**config.mk**
```make
export PLATFORM = sky130hd
export DESIGN_NAME = sr_drive_sequencer
export DESIGN_NICKNAME = d
export VERILOG_FILES = /design/src/rtl/sr_drive_sequencer.sv
export SDC_FILE = /design/constraint.sdc
export NUM_CORES = 1
export LEC_CHECK = 0
export CORE_AREA = 2 2 39 41
export CTS_CLUSTER_DIAMETER = 60
export CTS_CLUSTER_SIZE = 10
export DETAILED_ROUTE_END_ITERATION = 12
export DIE_AREA = 0 0 41 43
export HOLD_SLACK_MARGIN = 0.08
export PLACE_DENSITY = 0.78
export SLEW_MARGIN = 20
export SYNTH_ARGS = -nofsm -noshare
export SYNTH_HDL_FRONTEND = slang
export SYNTH_SLANG_ARGS = --single-unit
export TNS_END_PERCENT = 50
```
**constraint.sdc**
```tcl
create_clock -name clk -period 2.1 [get_ports clk]
set_clock_uncertainty 0.1 [all_clocks]
set_input_delay 0.315 -clock clk [delete_from_list [all_inputs] [get_ports clk]]
set_output_delay 0.315 -clock clk [all_outputs]
set_load 0.05 [all_outputs]
```
**src/rtl/sr_drive_sequencer.sv**
```systemverilog
// rtl/sr_drive_sequencer.sv - Sequences set/reset/hold/toggle requests into legal timed s/r pulses
// and checks the SR flop's q readback after each command.
module sr_drive_sequencer #(
  parameter int PULSE_CYCLES = 2,
  parameter int GAP_CYCLES   = 1
) (
  input  logic       clk,
  input  logic       rst,
  input  logic       req_valid,
  output logic       req_ready,
  input  logic [1:0] req_op,
  input  logic       q_fb,
  output logic       s,
  output logic       r,
  output logic       busy,
  output logic       done,
  output logic       err,
  output logic       err_sticky
);

  localparam int MAXC = (PULSE_CYCLES > GAP_CYCLES) ? PULSE_CYCLES : GAP_CYCLES;
  localparam int CW   = $clog2(MAXC + 1);

  typedef enum logic [1:0] {
    ST_IDLE  = 2'd0,
    ST_DRIVE = 2'd1,
    ST_GAP   = 2'd2,
    ST_CHECK = 2'd3
  } state_t;

  state_t        r_state;
  logic [CW-1:0] r_cnt;
  logic          r_exp;
  logic          r_set;
  logic          r_s_drv;
  logic          r_r_drv;
  logic          r_err_sticky;

  state_t        w_next;
  logic [CW-1:0] w_cnt_next;
  logic          w_exp_next;
  logic          w_set_next;
  logic          w_done;
  logic          w_err;

  always_ff @(posedge clk or posedge rst) begin
    if (rst) begin
      r_state      <= ST_IDLE;
      r_cnt        <= '0;
      r_exp        <= 1'b0;
      r_set        <= 1'b0;
      r_s_drv      <= 1'b0;
      r_r_drv      <= 1'b0;
      r_err_sticky <= 1'b0;
    end else begin
      r_state      <= w_next;
      r_cnt        <= w_cnt_next;
      r_exp        <= w_exp_next;
      r_set        <= w_set_next;
      // s/r are registered decodes of the next state, so both can only be high inside DRIVE
      r_s_drv      <= (w_next == ST_DRIVE) && w_set_next;
      r_r_drv      <= (w_next == ST_DRIVE) && !w_set_next;
      r_err_sticky <= r_err_sticky | w_err;
    end
  end

  always_comb begin
    w_next     = r_state;
    w_cnt_next = r_cnt;
    w_exp_next = r_exp;
    w_set_next = r_set;
    w_done     = 1'b0;
    w_err      = 1'b0;
    case (r_state)
      ST_IDLE: begin
        if (req_valid) begin
          w_cnt_next = CW'(PULSE_CYCLES - 1);
          w_next     = ST_DRIVE;
          case (req_op)
            2'b00: begin
              w_exp_next = q_fb;
              w_next     = ST_CHECK;
            end
            2'b01: begin
              w_exp_next = 1'b0;
              w_set_next = 1'b0;
            end
            2'b10: begin
              w_exp_next = 1'b1;
              w_set_next = 1'b1;
            end
            default: begin
              w_exp_next = ~q_fb;
              w_set_next = ~q_fb;
            end
          endcase
        end
      end
      ST_DRIVE: begin
        if (r_cnt == '0) begin
          if (GAP_CYCLES > 0) begin
            w_next     = ST_GAP;
            w_cnt_next = CW'(GAP_CYCLES - 1);
          end else begin
            w_next = ST_CHECK;
          end
        end else begin
          w_cnt_next = r_cnt - 1'b1;
        end
      end
      ST_GAP: begin
        if (r_cnt == '0) begin
          w_next = ST_CHECK;
        end else begin
          w_cnt_next = r_cnt - 1'b1;
        end
      end
      default: begin
        w_done = 1'b1;
        w_err  = (q_fb != r_exp);
        w_next = ST_IDLE;
      end
    endcase
  end

  assign req_ready  = (r_state == ST_IDLE);
  assign busy       = (r_state != ST_IDLE);
  assign s          = r_s_drv;
  assign r          = r_r_drv;
  assign done       = w_done;
  assign err        = w_err;
  assign err_sticky = r_err_sticky;

endmodule

```
==> flow_summary.yaml, run 1 <==
outcome:
  status: "finished clean"
cells_and_area:
  syn2layout_area_growth_pct: 33.70
  layout.nets: 87
  final_cell_mix: "dfrtp_1, inv_1, ha_1, clkdlybuf4s50_1, o21ai_0"
  fin_area_um2: 769.5
  finalCoreUtilization_pct: 55.61
  antenna_cells: 0
  num-fill-cells: 134
  final_common_cell: "dfrtp_1"
  drive_above_1_share_pct: 19.44
synth:
  yosys_warnings: 0
  synthesis.nets: 70
  ys_ff_latch: 9
  synth_area_um2: 575.6
  postSynthCellCount: 56
  seq_area_frac_synth_pct: 39.13
  postSynthAreaPerCell_um2: 10.28
  yosysUniqueCellTypes: 23
  synth_top_area_share_pct: 39.13
  yosys-top-cells-area: "dfrtp_1, ha_1, inv_1"
  synth_top_area_cell: "dfrtp_1"
placed_design:
  hpwl_um: 832.4
  routabilityCongestion: 0.7787
  pre_cts_ws_ps: 311.5
  io_buffers: 12
  placed_area_um2: 743.2
worst_setup_path:
  crit_path_top_delay_cell: "clkdlybuf4s50_1"
  startpoint_type: "flop"
  path_buf_inv: 1
  cp_max_fo: 2
  crit_chain: "clkdlybuf4s50_1"
  end_kind: "output port"
  criticalPathCategory: "flop to output port"
  r2r_slack_ps: 330
  cp_slowest_stage_delay_ps: 790
  cp_top_family: "buffers and inverters"
  cp.arrival_ps: 1390
  required_ps: 1680
clock_tree:
  cts.path.max_buffers: 2
  h-tree-depth: 1
  clock_tree.root_cell: "clkbuf_4"
  clk_latency_ps: 260
  cts_buffers: 3
  post_cts_resized: 0
  clock-sinks: 9
  cts_hold_buffers: 0
  postCtsSetupBuffers: 0
  cts_tree: "done"
  clk_pin_slew_ps: 60
floorplanning:
  core_area_mm2: 0.001384
  pin_count: 13
  placementRows: 14
  start_util_pct: 41.59
  fp.dieW_um: 41
  chipHeight_um: 43
  die_area_mm2: 0.001763
sta:
  final-hold-violation-count: 0
  fin_crit_sh_pct: 85.75
  relSlewSlack_pct: 67.32
  tns_ps: 0
  worst_pin_slew_ps: 488.7
  setup_ws_ps: 299.2
  rsz0062_at_grt: "false"
  setup_violations: 0
  fmax_mhz: 555.3
  finalCriticalPeriod_ps: 1801
  slew_viol_final: 0
detailed_routing:
  viasPerCell: 4.966
  dr.first_iter.drc_count: 1
  wire_per_inst_um: 11.55
  totalWireLength_um: 1016
  dr.pass1.iters: 2
  route.vias.total: 437
  remaining_drc_errors: 0
  postRouteAntennaNets: 0
global_routing:
  grt_pass1_wl_um: 1787
  grt_use_total_pct: 15.30
  grt_max_degree: 10
  grt_antenna_before_repair: 0
  first_global_vias: 439
  grt-ovfl-total: 0
power_and_ir_drop:
  leakage_uw: 0.0003493
  power.density_mw_per_mm2: 1659
  ir_drop_mv: 0.7158
job:
  maxCapViolCount: 0
hold_path:
  hp-class: "input port to async pin"
[power by group]
group	switching (uW)	internal (uW)	leakage, uW
registers	56.6	250	0.000109
logic	483	355	0.000226
clock network	59.1	73.1	0.0000150
total	598	678	0.000349
[state kept, by name, indices dropped and copies added, names as in the netlist]
signal      flops
r_set           1
r_state         2
s               1
r_cnt           2
r_exp           1
r               1
err_sticky      1
[path summary, 6_finish.rpt]
kind,startpoint,to,cells past startpoint
worst min-delay path,rst,r_cnt[0],2
worst min register to register,err_sticky,err_sticky,1
worst max-delay path,err_sticky,err_sticky,1
min in group clk,err_sticky,err_sticky,1
worst max register to register,r_state[0],r_cnt[0],6
max in group asynchronous,rst,r,2
[cells in the mapped netlist]
library cell,n
o311ai_2,1
xor2_1,1
a211oi_1,1
or2_2,1
nor3b_2,1
o21ai_1,1
nand2b_1,2
and2_1,1
a31oi_4,1
nor2b_1,3
a31o_1,1
nor2_1,1
dfrtp_1,9
nand2_1,4
a21oi_2,1
a21oi_1,2
a31oi_1,1
o21ai_0,5
nor3_2,1
a211o_1,1
and2_4,1
ha_1,8
inv_1,8
[through the flow]
step / total power (uW) / std cells / hold WS [ps]
2_1_floorplan: 885.4 / 56 / 42.92
3_3_place_gp: 1138 / 84 / 352.3
3_5_place_dp: 1155 / 84 / 353.8
4_1_cts: 1296 / 88 / 221.1
5_1_grt: 1380 / 88 / 278.2
6_report: 1277 / 88 / 212.7
[layout make-up]
class | instances | area [um^2] | area share [%]
Sequential cell | 9 | 225.2 | 29.27
Tap cell | 16 | 20.02 | 2.602
Multi-Input combinational cell | 39 | 320.3 | 41.63
Inverter | 8 | 30.03 | 3.902
Timing Repair Buffer | 12 | 147.6 | 19.19
Clock buffer | 4 | 26.28 | 3.415
[worst register-to-register path, stage by stage, from the launching register on]
cell	delay [ps]
dfrtp_1	420
inv_1	90
ha_1	290
nor2b_1	170
a211o_1	270
a211oi_1	240
a21oi_1	80
[per-layer routing]
metal / wire length, um / vias up / track usage, % / share of wire (%)
li1: - / 223 / - / -
met1: 445 / 200 / 19.21 / 44
met2: 508 / 12 / 22.50 / 50
met3: 47 / 2 / 4.712 / 4.6
met4: 14 / 0 / 8.000 / 1.4
met5: 0 / - / 0 / 0
[kinds of logic after synthesis]
group,Yosys count,share of synthesized area (%)
xor gates and xnor gates,1,1.522
adders and majority gates,8,17.39
DFF,9,39.13
AOI/OAI and AO/OA,15,20.44
buffers and inverters,8,5.218
and+or+nand+nor,15,16.30
(Power assumes the default switching activity.)
==> run 2, diff against run 1 <==
Settings changed: CORE_AREA 2 2 39 41 to 3 3 40 42, DIE_AREA 0 0 41 43 to 0 0 43 45.
==> run 2 against run 1 <==
  * Critical path depth is the same
  * Via count grew 1.4%
  * Setup slack worse by 2.1 ps
  * First-iteration DRC count increased to 9.0 times the previous value
  * Sequential share of layout area barely moved
  * Utilization rose by 4.2 points
  * Die area rose by 9.8%
  * Maximum frequency shrank 0.12%
  * Sequential cell count is the same
  * Wire length rose by 4.7%
  * Clock power about the same
  * Clock-buffer cell count is the same
==> flow_summary.yaml, run 2 (synthesized netlist as in run 1, its figures left out) <==
power_and_ir_drop:
  power.density_mw_per_mm2: 1673
  leakage_uw: 0.0003493
  ir_drop_mv: 0.8085
placed_design:
  routabilityCongestion: 0.7648
  io_buffers: 12
  hpwl_um: 922
  pre_cts_ws_ps: 338.0
floorplanning:
  die_area_mm2: 0.001935
  placementRows: 13
  core_area_mm2: 0.001285
  pin_count: 13
  fp.dieW_um: 43
  start_util_pct: 44.79
  chipHeight_um: 45
worst_setup_path:
  criticalPathCategory: "flop to output port"
  cp_slowest_stage_delay_ps: 800
  crit_path_top_delay_cell: "clkdlybuf4s50_1"
  cp_top_family: "buffers and inverters"
  worstRegToRegCells: 6
  r2r-start: "r_state[0]"
  path_buf_inv: 1
  crit_chain: "clkdlybuf4s50_1"
  worstReg2RegEnd: "r_cnt[0]"
  end_kind: "output port"
  required_ps: 1680
  r2r_slack_ps: 320
  cp_max_fo: 2
  startpoint_type: "flop"
  cp.arrival_ps: 1390
clock_tree:
  postCtsSetupBuffers: 0
  post_cts_resized: 0
  cts_tree: "done"
  clk_latency_ps: 260
  clock-sinks: 9
  cts_hold_buffers: 0
  clk_pin_slew_ps: 60
  cts_buffers: 3
  cts.path.max_buffers: 2
  h-tree-depth: 1
  clock_tree.root_cell: "clkbuf_4"
cells_and_area:
  multi_input_area_um2: 320.3
  seqCellArea_um2: 225.2
  final_common_cell: "dfrtp_1"
  antenna_cells: 0
  syn2layout_area_growth_pct: 33.48
  layout.nets: 87
  num-fill-cells: 123
  final_cell_mix: "dfrtp_1, inv_1, ha_1, clkdlybuf4s50_1, o21ai_0"
  finalCoreUtilization_pct: 59.79
  largestRegisters: "r_cnt: 2 flops, r_state: 2 flops"
  drive_above_1_share_pct: 19.44
global_routing:
  grt-ovfl-total: 0
  grt_pass1_wl_um: 1849
  use_met1_pct: 14.43
  grt_max_degree: 10
  use_met2_pct: 22.16
  grt-busiest-layer: "met2"
  met3_usage_pct: 4.781
  grt_antenna_before_repair: 0
  grt_use_total_pct: 13.13
  first_global_vias: 441
detailed_routing:
  totalWireLength_um: 1064
  dr.pass1.iters: 4
  wire_per_inst_um: 12.23
  viasPerCell: 5.092
  postRouteAntennaNets: 0
  dr.first_iter.drc_count: 9
  route.vias.total: 443
  remaining_drc_errors: 0
sta:
  setup_ws_ps: 297.1
  setup_violations: 0
  fmax_mhz: 554.7
  tns_ps: 0
  relSlewSlack_pct: 67.05
  worst_pin_slew_ps: 492.7
  slew_viol_final: 0
  fin_crit_sh_pct: 85.85
  final-hold-violation-count: 0
  rsz0062_at_grt: "false"
  finalCriticalPeriod_ps: 1803
job:
  maxCapViolCount: 0
hold_path:
  hp-class: "input port to async pin"
outcome:
  status: "finished clean"
## run 2: cell counts in the layout (fill, tap and decap cells not counted)
Identical to the previous run, type by type.
## run 2: report_power, final
group | internal, uW | switching, uW | leakage (uW)
Combinational | 357 | 482 | 0.000226
Clock | 73.1 | 57.8 | 0.0000150
Sequential | 250 | 65.7 | 0.000109
## run 2: worst max path at each step
stage	to	cells past startpoint	from
3_5_place_dp	r_cnt[0]	6	r_state[0]
2_1_floorplan	s	6	r_state[0]
4_1_cts	err_sticky	1	err_sticky
3_3_place_gp	err	4	q_fb
5_1_grt	r	6	r_state[0]
6_report	err_sticky	1	err_sticky
## run 2: layer usage
layer	vias to the layer above	part of all wire, %
li1	221	-
met1	212	41
met2	8	53
met3	2	4.7
met4	0	0.85
met5	-	0
## run 2: cell type report
type / instances / share of cell area, %
flip-flops and latches: 9 / 29.32
clock buffers: 4 / 3.420
inverters: 8 / 3.909
multi-input cells: 39 / 41.69
well taps: 15 / 2.443
repair buffers: 12 / 19.22
## run 2: metrics by stage
| stage | cell area, um^2 | power, uW | hold WS (ps) | cells |
|---|---|---|---|---|
| 6_report | 768.2 | 1285 | 211.8 | 87 |
| 5_1_grt | 768.2 | 1378 | 246.5 | 87 |
| 4_1_cts | 768.2 | 1300 | 224.7 | 87 |
| 3_5_place_dp | 742.0 | 1165 | 355.0 | 83 |
| 3_3_place_gp | 742.0 | 1138 | 356.2 | 83 |
| 2_1_floorplan | 575.6 | 885.4 | 42.92 | 56 |
==> run 3, diff against run 2 <==
Settings changed: CELL_PAD_IN_SITES_DETAIL_PLACEMENT set to 1, CELL_PAD_IN_SITES_GLOBAL_PLACEMENT set to 1, CORE_AREA 3 3 40 42 to not set, CORE_MARGIN set to 3, CORE_UTILIZATION set to 36, DIE_AREA 0 0 43 45 to not set, PLACE_DENSITY 0.78 to 0.83.
==> run 3 against run 2 <==
  * Utilization decreased by 5.8 points
  * Clock power increased by 6%
  * Sequential cell count unchanged
  * Cell count unchanged
  * First-iteration DRC count decreased by 44%
  * Largest cell class unchanged
==> flow_summary.yaml, run 3 (synthesized netlist as in run 1, its figures left out) <==
outcome:
  status: "finished clean"
sta:
  fmax_mhz: 550.5
  rsz0062_at_grt: "false"
  worst_pin_slew_ps: 504.2
  fin_crit_sh_pct: 86.49
  finalCriticalPeriod_ps: 1816
  setup_violations: 0
  slew_viol_final: 0
  final-hold-violation-count: 0
  tns_ps: 0
  relSlewSlack_pct: 66.28
global_routing:
  grt_use_total_pct: 16.63
  first_global_vias: 488
  grt_antenna_before_repair: 0
  grt-ovfl-total: 0
  grt_pass1_wl_um: 2318
  grt_max_degree: 10
detailed_routing:
  wire_per_inst_um: 15.48
  viasPerCell: 5.115
  route.vias.total: 445
  met3_length_um: 53
  dr.max_layer_used: "met4"
  remaining_drc_errors: 0
  dr.first_iter.drc_count: 5
  postRouteAntennaNets: 0
  dr.pass1.iters: 4
  totalWireLength_um: 1347
  drt-met1-wl_um: 611
  wl_met2_um: 642
worst_setup_path:
  worstReg2RegEnd: "r_state[1]"
  critPathLaunch: "err_sticky"
  path_buf_inv: 1
  crit_chain: "clkdlybuf4s50_1"
  criticalPathCategory: "flop to output port"
  cp_max_fo: 2
  startpoint_type: "flop"
  cp_slowest_stage_delay_ps: 800
  required_ps: 1680
  crit_path_top_delay_cell: "clkdlybuf4s50_1"
  r2r-start: "r_state[0]"
  r2r_slack_ps: 320
  cp_top_family: "buffers and inverters"
  cp.arrival_ps: 1400
  end_kind: "output port"
  worstRegToRegCells: 6
clock_tree:
  h-tree-depth: 1
  clk_latency_ps: 270
  cts.path.max_buffers: 2
  cts_hold_buffers: 0
  cts_tree: "done"
  post_cts_resized: 0
  clock_tree.root_cell: "clkbuf_4"
  clk_pin_slew_ps: 70
  cts_buffers: 3
  postCtsSetupBuffers: 0
  clock-sinks: 9
power_and_ir_drop:
  power.share.clock_pct: 10.9
  leakage_uw: 0.0003451
  ir_drop_mv: 0.7226
  p_seq_share_pct: 24.3
  p_sw_uw: 626.8
  power.density_mw_per_mm2: 1694
  p_comb_share_pct: 64.8
  internal_power_uw: 653.4
  fin_total_pwr_uw: 1280
  switching_share_pct: 48.96
floorplanning:
  placementRows: 13
  start_util_pct: 41.14
  chipHeight_um: 45.99
  die_area_mm2: 0.002115
  core_area_mm2: 0.001399
  pin_count: 13
  fp.dieW_um: 45.99
cells_and_area:
  layout.nets: 87
  drive_above_1_share_pct: 19.44
  largestRegisters: "r_cnt: 2 flops, r_state: 2 flops"
  num-fill-cells: 165
  syn2layout_area_growth_pct: 31.30
  final_common_cell: "dfrtp_1"
  final_cell_mix: "dfrtp_1, inv_1, ha_1, clkdlybuf4s50_1, o21ai_0"
  antenna_cells: 0
  fin_area_um2: 755.7
placed_design:
  placed_area_um2: 729.5
  io_buffers: 12
  routabilityCongestion: 0.7474
  hpwl_um: 1029
hold_path:
  hp-class: "input port to async pin"
job:
  maxCapViolCount: 0
[run 3: stage by stage]
step,std cells,util [%],worst slack (ps),hold slack [ps]
floorplan,56,-,239.5,42.92
global placement,83,52.15,375.0,350.3
detailed placement,83,52.15,359.0,378.4
CTS,87,54.03,264.1,205.3
global route,87,54.03,148.6,212.1
finish,87,54.03,283.6,204.7
[run 3: how the worst max path moves through the flow]
stage          slack, ps  cells past startpoint    endpoint
3_5_place_dp         360                      4         err
2_1_floorplan        240                      6           s
4_1_cts              260                      1  err_sticky
5_1_grt              150                      6  r_state[1]
6_report             280                      1  err_sticky
3_3_place_gp         380                      4         err
[run 3: final cells by class]
type | count | area [um^2] | area share (%)
tap | 15 | 18.77 | 2.483
multi-input combinational | 39 | 320.3 | 42.38
clock buffer | 4 | 26.28 | 3.477
inverter | 8 | 30.03 | 3.974
sequential | 9 | 225.2 | 29.80
timing repair buffer | 12 | 135.1 | 17.88
[run 3: per-layer routing]
| layer | GRT usage, % | vias up |
|---|---|---|
| li1 | - | 220 |
| met1 | 18.94 | 209 |
| met2 | 25.82 | 11 |
| met3 | 5.138 | 5 |
| met4 | 11.93 | 0 |
| met5 | 0 | - |
[run 3: power by group through the flow]
stage | clock [uW] | combinational [uW] | sequential (uW)
6_report | 139 | 830 | 311
3_5_place_dp | 0 | 829 | 315
5_1_grt | 158 | 917 | 322
3_3_place_gp | 0 | 806 | 308
4_1_cts | 148 | 842 | 312
2_1_floorplan | 0 | 525 | 360
